`src/rtl/clk_gate_ctrl.sv`:
```
// Sequencer for a shared AND-type clock gate: arbitrates wake requests, applies a
// settle delay before granting, an idle hysteresis before gating, and test-enable pass-through.
module clk_gate_ctrl #(
  parameter int NUM_REQ     = 4,
  parameter int WAKE_CYCLES = 2,
  parameter int THR_W       = 8
) (
  input  logic               clk_i,
  input  logic               arst_ni,
  input  logic [NUM_REQ-1:0] req_i,
  input  logic               busy_i,
  input  logic               force_on_i,
  input  logic               test_mode_i,
  input  logic [THR_W-1:0]   idle_thr_i,
  output logic               en_o,
  output logic               te_o,
  output logic [NUM_REQ-1:0] ack_o,
  output logic [1:0]         state_o,
  output logic [15:0]        gate_cnt_o
);

  localparam int WC_W = (WAKE_CYCLES > 1) ? $clog2(WAKE_CYCLES) : 1;
  localparam logic [WC_W-1:0] WAKE_INIT = WC_W'(WAKE_CYCLES - 1);

  typedef enum logic [1:0] {
    OFF   = 2'b00,
    WAKE  = 2'b01,
    ON    = 2'b10,
    DRAIN = 2'b11
  } state_t;

  state_t            state_q;
  logic [WC_W-1:0]   wake_cnt_q;
  logic [THR_W-1:0]  idle_cnt_q;
  logic [15:0]       gate_cnt_q;
  logic              en_q;
  logic              activity;

  assign activity = (|req_i) | busy_i | force_on_i;

  function automatic logic [15:0] sat_inc(input logic [15:0] v);
    return (v == '1) ? v : v + 16'd1;
  endfunction

  always_ff @(posedge clk_i or negedge arst_ni) begin
    if (!arst_ni) begin
      state_q    <= OFF;
      wake_cnt_q <= '0;
      idle_cnt_q <= '0;
      gate_cnt_q <= '0;
    end else begin
      case (state_q)
        OFF: begin
          if (activity) begin
            state_q    <= WAKE;
            wake_cnt_q <= WAKE_INIT;
          end
        end
        WAKE: begin
          // Requests dropping here do not abort the settle delay.
          if (wake_cnt_q == '0) state_q <= ON;
          else                  wake_cnt_q <= wake_cnt_q - WC_W'(1);
        end
        ON: begin
          if (!activity) begin
            if (idle_thr_i == '0) begin
              state_q    <= OFF;
              gate_cnt_q <= sat_inc(gate_cnt_q);
            end else begin
              state_q    <= DRAIN;
              idle_cnt_q <= idle_thr_i - THR_W'(1);
            end
          end
        end
        DRAIN: begin
          // Activity beats an expiring idle count: no gating that cycle.
          if (activity) begin
            state_q <= ON;
          end else if (idle_cnt_q == '0) begin
            state_q    <= OFF;
            gate_cnt_q <= sat_inc(gate_cnt_q);
          end else begin
            idle_cnt_q <= idle_cnt_q - THR_W'(1);
          end
        end
        default: state_q <= OFF;
      endcase
    end
  end

  // The gate has no latch, so its enable may only change while clk_i is low.
  always_ff @(negedge clk_i or negedge arst_ni) begin
    if (!arst_ni) en_q <= 1'b0;
    else          en_q <= (state_q != OFF);
  end

  assign en_o       = en_q;
  assign te_o       = test_mode_i;
  assign ack_o      = req_i & {NUM_REQ{state_q == ON}};
  assign state_o    = state_q;
  assign gate_cnt_o = gate_cnt_q;

endmodule
```
`config.mk`:
```
export PLATFORM = sky130hd
export DESIGN_NAME = clk_gate_ctrl
export DESIGN_NICKNAME = d
export VERILOG_FILES = /design/src/rtl/clk_gate_ctrl.sv
export SDC_FILE = /design/constraint.sdc
export NUM_CORES = 1
export LEC_CHECK = 0
export BUFFER_PORTS_ARGS = -buffer_cell sky130_fd_sc_hd__buf_2
export CORE_MARGIN = 4
export CORE_UTILIZATION = 52
export DETAILED_ROUTE_END_ITERATION = 8
export GPL_TIMING_DRIVEN = 0
export PLACE_DENSITY = 0.79
export SETUP_SLACK_MARGIN = 0.3
export SYNTH_ARGS = -nofsm -noshare
export SYNTH_HDL_FRONTEND = slang
export SYNTH_SLANG_ARGS = --single-unit
```
`constraint.sdc`:
```
create_clock -name clk_i -period 3.24 [get_ports clk_i]
set_input_delay 0.324 -clock clk_i [delete_from_list [all_inputs] [get_ports clk_i]]
set_output_delay 0.324 -clock clk_i [all_outputs]
set_load 0.01 [all_outputs]
```
==> flow_summary_export.csv, run 1 <==
group,metric,value,unit
clock_tree,ctsHoldBuffers,0,
clock_tree,htreeDepth,1,
setup_path,max_stage_delay,0.52,ns
grt,grt_pass1_wl,6.003,mm
clock_tree,cts_resized,1,
clock_tree,cts_buffer_depth,2,
synth,yosys_warnings,0,
synth,synth_edf_count,0,
clock_tree,cts_buffers,3,
sta,worst_slew_pin_slew,0.6174,ns
sta,fin_ws,0.4487,ns
power_and_ir_drop,power,667.8,µW
detailed_routing,vias_per_cell,5.769,
setup_path,critPathSlowestCell,"a2111oi_0",
sta,whs,-0.01487,ns
clock_tree,cts_tree,"built",
clock_tree,clkLatencyLatePin,0.32,ns
sta,fin_setup_tns,0,ns
setup_path,reg2reg_slack,0.45,ns
synth,ys_ff_latch,28,
grt,track_usage,18.43,%
synth,synth_cell_types,40,
status,outcome,"finished, violations left",
sta,timing.slew.headroom,58.84,%
sta,setup_viol,0,
synth,synth.mux.area_fraction,5.771,%
synth,synth_top_family_by_area,"simple AND/OR/NAND/NOR gates",
final_layout,final_layout_size_suffix_gt1_share,24.64,%
power_and_ir_drop,p_per_area,362.1,mW/mm²
placement,dp_hpwl,2.775,mm
run,maxCapViolCount,0,
placement,io_buffers,39,
setup_path,path_cells,"and2_1, buf_4, clkbuf_2, mux2i_1, ha_1, o21ai_0, a2111oi_0, o32a_1, o21ai_1",
sta,finalCritPeriodShare,86.15,%
floorplanning,die_area,0.003990,mm²
detailed_routing,drtIter0Drc,51,
floorplanning,die_y,63.17,µm
placement,place.gp.congestion,0.9067,
detailed_routing,wl_per_cell,14.98,µm
final_layout,layout_common_cells,"buf_2, dfrtp_1, nor2_1, nand2_1, xnor2_1",
sta,rsz0062_at_grt,"no",
detailed_routing,vias,1373,
clock_tree,numClockSinks,28,
grt,overflow,0,
sta,fmax,358.3,MHz
setup_path,cp-end-kind,"register",
synth,synthSimpleGateAreaFrac,24.58,%
detailed_routing,drc,0,
setup_path,setup.worst_path.class,"reg2reg",
synth,syn-instance-count,164,
clock_tree,clk_pin_slew,0.15,ns
clock_tree,root_buffer,"clkbuf_4",
floorplanning,initial_utilization,55.95,%
final_layout,antenna_cells,0,
detailed_routing,first_pass_iters,4,
placement,dp_slack,0.3483,ns
sta,fin_crit,2.791,ns
grt,grt_max_degree,29,
synth,synth_ff_type,"dfrtp_1",
final_layout,syn_to_final_growth,16.52,%
clock_tree,post_cts_buffers,0,
sta,finalHoldViolCount,27,
setup_path,reg2reg_depth,9,
final_layout,final_area,0.001844,mm²
final_layout,nets,227,
floorplanning,core-area,0.002829,mm²
setup_path,crit_path_max_fanout,10,
power_and_ir_drop,static-leakage-power,0.0008493,µW
setup_path,rr_startpoint,"state_o[1]$_DFFE_PN0P_",
setup_path,critPathArrivalTime,3.01,ns
power_and_ir_drop,ir_drop,0.0002268,V
floorplanning,die_w,63.17,µm
setup_path,start_kind,"register",
synth,synth_xor_area_share,8.300,%
min_path,hold_path.class,"in2async",
detailed_routing,postRouteAntennaNets,0,
synth,async_reset_ff_share,100.0,%
synth,syn_avg_cell_area,9.651,µm²
synth,synth_nets,183,
grt,grt_pass1_vias,1366,
final_layout,final_common_cell,"buf_2",
synth,synth_adder_area_share,1.581,%
synth,synth_compound_area_share,12.57,%
status,violations,"negative hold slack",
detailed_routing,drt-total-wl,3.565,mm
setup_path,cp.required,3.46,ns
setup_path,r2r_end,"idle_cnt_q[6]$_DFFE_PN0P_",
placement,placed_area,0.001817,mm²
grt,antenna_found_initial,0,
synth,seq_area_frac_synth,44.27,%
sta,slew_violations,0,
sta,clock-skew-final,0.009301,ns
synth,synth_area,0.001583,mm²
floorplanning,ioPinCount,41,
floorplanning,rows,19,
## report_power, final
| group | total (µW) | internal [µW] | switching (µW) |
|---|---|---|---|
| clock network | 148 | 48.2 | 99.6 |
| registers | 403 | 377 | 26.2 |
| logic | 117 | 51.9 | 64.7 |
| total | 668 | 477 | 191 |
## sequential cells by signal (all words and copies together) (netlist names)
register    flops
gate_cnt_o     16
idle_cnt_q      8
en_o            1
state_o         2
wake_cnt_q      1
## cells in the mapped netlist (3+ instances only)
master | number | area, µm²
nor2_1 | 14 | 52.55
nand4_1 | 7 | 43.79
and3_1 | 3 | 18.77
dfrtp_1 | 27 | 675.7
o21ai_0 | 3 | 15.01
nand2b_1 | 3 | 18.77
xnor2_1 | 14 | 122.6
a21oi_1 | 13 | 65.06
nor4_1 | 3 | 18.77
and2_1 | 7 | 43.79
nor3_1 | 4 | 20.02
nand3_1 | 8 | 40.04
o21ai_1 | 3 | 15.01
mux2i_1 | 8 | 80.08
nand2_1 | 14 | 52.55
## critical path: cells and delay by family, from the launching register on
| kind | cells | cell delay, ns |
|---|---|---|
| AOI/OAI and AO/OA | 4 | 1.05 |
| DFF | 1 | 0.50 |
| buffers and inverters | 2 | 0.45 |
| muxes | 1 | 0.27 |
| adders and majority gates | 1 | 0.26 |
| and+or+nand+nor | 1 | 0.17 |
## cells by family (layout without fill, tap and decap cells)
group           count (synthesis)  count (layout)
simple gates                   73              73
compound gates                 29              29
flops                          28              28
xor+xnor                       15              15
mux                             9               9
buf+inv                         8              51
fa+ha+maj                       2               2
## routing by layer
metal	track usage (%)	routed length [µm]	vias to the layer above	share of wire (%)
met2	33.99	1882	31	53
met3	3.552	160	4	4.5
li1	-	-	678	-
met1	21.62	1501	660	42
met4	5.121	21	0	0.59
met5	0	0	-	0
## worst max path at each step
stage,from,endpoint,cells past startpoint
floorplan,state_o[0]$_DFFE_PN0P_,en_o$_DFF_NN0_,2
global placement,state_o[0]$_DFFE_PN0P_,en_o$_DFF_NN0_,2
detailed placement,state_o[1]$_DFFE_PN0P_,idle_cnt_q[6]$_DFFE_PN0P_,9
CTS,en_o$_DFF_NN0_,en_o,1
global route,state_o[1]$_DFFE_PN0P_,idle_cnt_q[6]$_DFFE_PN0P_,9
finish,state_o[1]$_DFFE_PN0P_,idle_cnt_q[6]$_DFFE_PN0P_,9
## metrics by stage
step	cells	utilization, %
finish	238	65.19
floorplan	164	-
global placement	234	64.22
CTS	238	65.19
global route	238	65.19
detailed placement	234	64.22
## area by class of cell
cell class                      count  area, µm²
Tap cell                           31      38.79
Inverter                            2      7.507
Clock buffer                        4      26.28
Multi-Input combinational cell    128      835.8
Timing Repair Buffer               39      195.2
Sequential cell                    28      700.7
Buffer                              6      40.04
Fill cell                         237      984.7
(Power assumes the default switching activity.)
==> run 2: changes to the inputs <==
Settings changed: BUFFER_PORTS_ARGS -buffer_cell sky130_fd_sc_hd__buf_2 to not set, CORE_UTILIZATION 52 to 60, DONT_BUFFER_PORTS set to 1, PLACE_DENSITY 0.79 to 0.76, SETUP_SLACK_MARGIN 0.3 to 0.1.
==> run 2 against run 1 <==
  * Clock power grew 51%
  * Final area shrank 7.6%
  * The run now ends clean
  * Non-clock buffer count shrank 37
==> flow_summary_export.csv, run 2 (synthesis results as in run 1) <==
group,metric,value,unit
min_path,min_to,"idle_cnt_q[7]$_DFFE_PN0P_",
setup_path,r2r_end,"en_o$_DFF_NN0_",
sta,whs,0.1478,ns
run,maxCapViolCount,0,
floorplanning,core-area,0.002500,mm²
final_layout,final_layout_size_suffix_gt1_share,8.235,%
clock_tree,post_cts_buffers,0,
power_and_ir_drop,seqPwrFrac,55.2,%
floorplanning,ioPinCount,41,
final_layout,layout_common_cells,"dfrtp_1, nor2_1, nand2_1, xnor2_1, a21oi_1",
sta,finalCritPeriodShare,85.38,%
clock_tree,clk_pin_slew,0.15,ns
final_layout,nets,190,
final_layout,fill_cells,191,
min_path,hold_path.class,"in2reg",
final_layout,antenna_cells,0,
detailed_routing,drtIter0Drc,97,
floorplanning,die_area,0.003524,mm²
clock_tree,root_buffer,"clkbuf_4",
clock_tree,cts_buffers,3,
setup_path,rr_startpoint,"state_o[0]$_DFFE_PN0P_",
placement,dp_hpwl,2.474,mm
setup_path,cp-end-kind,"register",
setup_path,reg2reg_depth,2,
clock_tree,cts_buffer_depth,2,
detailed_routing,wl_per_cell,16.30,µm
status,outcome,"complete, no violations",
placement,io_buffers,0,
detailed_routing,vias,1276,
detailed_routing,drt-total-wl,3.260,mm
floorplanning,initial_utilization,63.31,%
floorplanning,die_w,59.36,µm
min_path,worstHoldStart,"idle_thr_i[7]",
grt,grt_max_degree,28,
detailed_routing,vias_per_cell,6.380,
final_layout,final_common_cell,"dfrtp_1",
power_and_ir_drop,switching_share,25.25,%
sta,fin_crit,2.766,ns
clock_tree,cts_tree,"built",
sta,slew_violations,0,
grt,grt_pass1_wl,5.823,mm
sta,setup_viol,0,
grt,track_usage,21.02,%
grt,antenna_found_initial,0,
power_and_ir_drop,p_sw,184.9,µW
setup_path,cp.required,1.78,ns
clock_tree,clkLatencyLatePin,0.32,ns
power_and_ir_drop,combPwrFrac,14.2,%
power_and_ir_drop,p_per_area,429.9,mW/mm²
setup_path,crit_path_max_fanout,10,
clock_tree,numClockSinks,28,
detailed_routing,drc,0,
setup_path,critPathArrivalTime,1.31,ns
grt,overflow,0,
grt,grt_pass1_vias,1366,
final_layout,largest_reg_flops,16,
sta,timing.slew.headroom,67.22,%
power_and_ir_drop,ir_drop,0.0002967,V
sta,fmax,361.5,MHz
sta,finalHoldViolCount,0,
floorplanning,rows,18,
sta,fin_setup_tns,0,ns
setup_path,reg2reg_slack,0.47,ns
min_path,hold_depth,1,
final_layout,final_area,0.001704,mm²
floorplanning,die_y,59.36,µm
power_and_ir_drop,pwr-share-clk,30.6,%
clock_tree,htreeDepth,1,
detailed_routing,first_pass_iters,4,
placement,place.gp.congestion,0.8843,
sta,rsz0062_at_grt,"no",
detailed_routing,postRouteAntennaNets,0,
setup_path,start_kind,"register",
final_layout,syn_to_final_growth,7.668,%
power_and_ir_drop,p_int,547.6,µW
power_and_ir_drop,static-leakage-power,0.0006971,µW
placement,placed_area,0.001620,mm²
setup_path,setup.worst_path.class,"reg2reg",
sta,worst_slew_pin_slew,0.4880,ns
sta,clock-skew-final,0.01077,ns
==> run 2: cell types whose count changed in the layout (fill, tap and decap cells not counted) <==
cell,before,now
buf_2,40,1
buf_12,0,1
bufinv_16,0,1
clkbuf_1,2,1
dlygate4sd3_1,0,1
==> run 2: timing repair <==
action	4_1_cts	5_1_grt
gates resized for setup	0	2
endpoints found under the setup margin	0	1
hold buffers	2	0
endpoints found under the hold margin	27	0
==> run 2: power groups by stage <==
stage | Combinational, µW | Sequential (µW) | Clock (µW)
floorplan | 78.0 | 405 | 0
global route | 118 | 411 | 244
global placement | 90.2 | 410 | 0
finish | 104 | 405 | 224
CTS | 104 | 404 | 232
detailed placement | 93.7 | 411 | 0
==> run 2: worst max-delay path by stage <==
stage / slack, ns / depth (start not counted) / startpoint / end
4_1_cts: 0.30 / 9 / state_o[1]$_DFFE_PN0P_ / idle_cnt_q[6]$_DFFE_PN0P_
5_1_grt: 0.15 / 9 / state_o[1]$_DFFE_PN0P_ / idle_cnt_q[6]$_DFFE_PN0P_
6_report: 0.47 / 2 / state_o[0]$_DFFE_PN0P_ / en_o$_DFF_NN0_
2_1_floorplan: 0.59 / 2 / state_o[0]$_DFFE_PN0P_ / en_o$_DFF_NN0_
3_3_place_gp: 0.50 / 9 / state_o[1]$_DFFE_PN0P_ / idle_cnt_q[6]$_DFFE_PN0P_
3_5_place_dp: 0.29 / 9 / state_o[1]$_DFFE_PN0P_ / idle_cnt_q[6]$_DFFE_PN0P_
==> run 2: area by class of cell <==
class / count / area, µm² / share of cell area, %
Timing Repair Buffer: 2 / 30.03 / 1.762
Tap cell: 30 / 37.54 / 2.203
Clock buffer: 3 / 22.52 / 1.322
Inverter: 2 / 7.507 / 0.4405
Buffer: 6 / 40.04 / 2.349
Multi-Input combinational cell: 128 / 835.8 / 49.05
Sequential cell: 28 / 700.7 / 41.12
Clock inverter: 1 / 30.03 / 1.762
==> run 2: worst max-delay path, cell delays in order (launching register included) <==
cell	delay [ns]
dfrtp_1	0.45
clkbuf_1	0.23
or2_2	0.31
==> run 2: routing by layer <==
metal  vias to the layer above  global-route usage, %  wire (µm)
met1                       621                  23.14       1301
met4                         0                  7.443         29
met3                         8                  5.664        207
met5                         -                      0          0
li1                        606                      -          -
met2                        41                  38.22       1722
==> run 2: stage by stage <==
stage / worst slack [ns] / total power, µW / instances / util, %
floorplan: 0.5938 / 482.7 / 164 / -
global placement: 0.5013 / 499.9 / 194 / 64.81
detailed placement: 0.2901 / 504.5 / 194 / 64.81
CTS: 0.2972 / 740.2 / 200 / 68.12
global route: 0.1536 / 772.8 / 200 / 68.17
finish: 0.4736 / 732.6 / 200 / 68.17
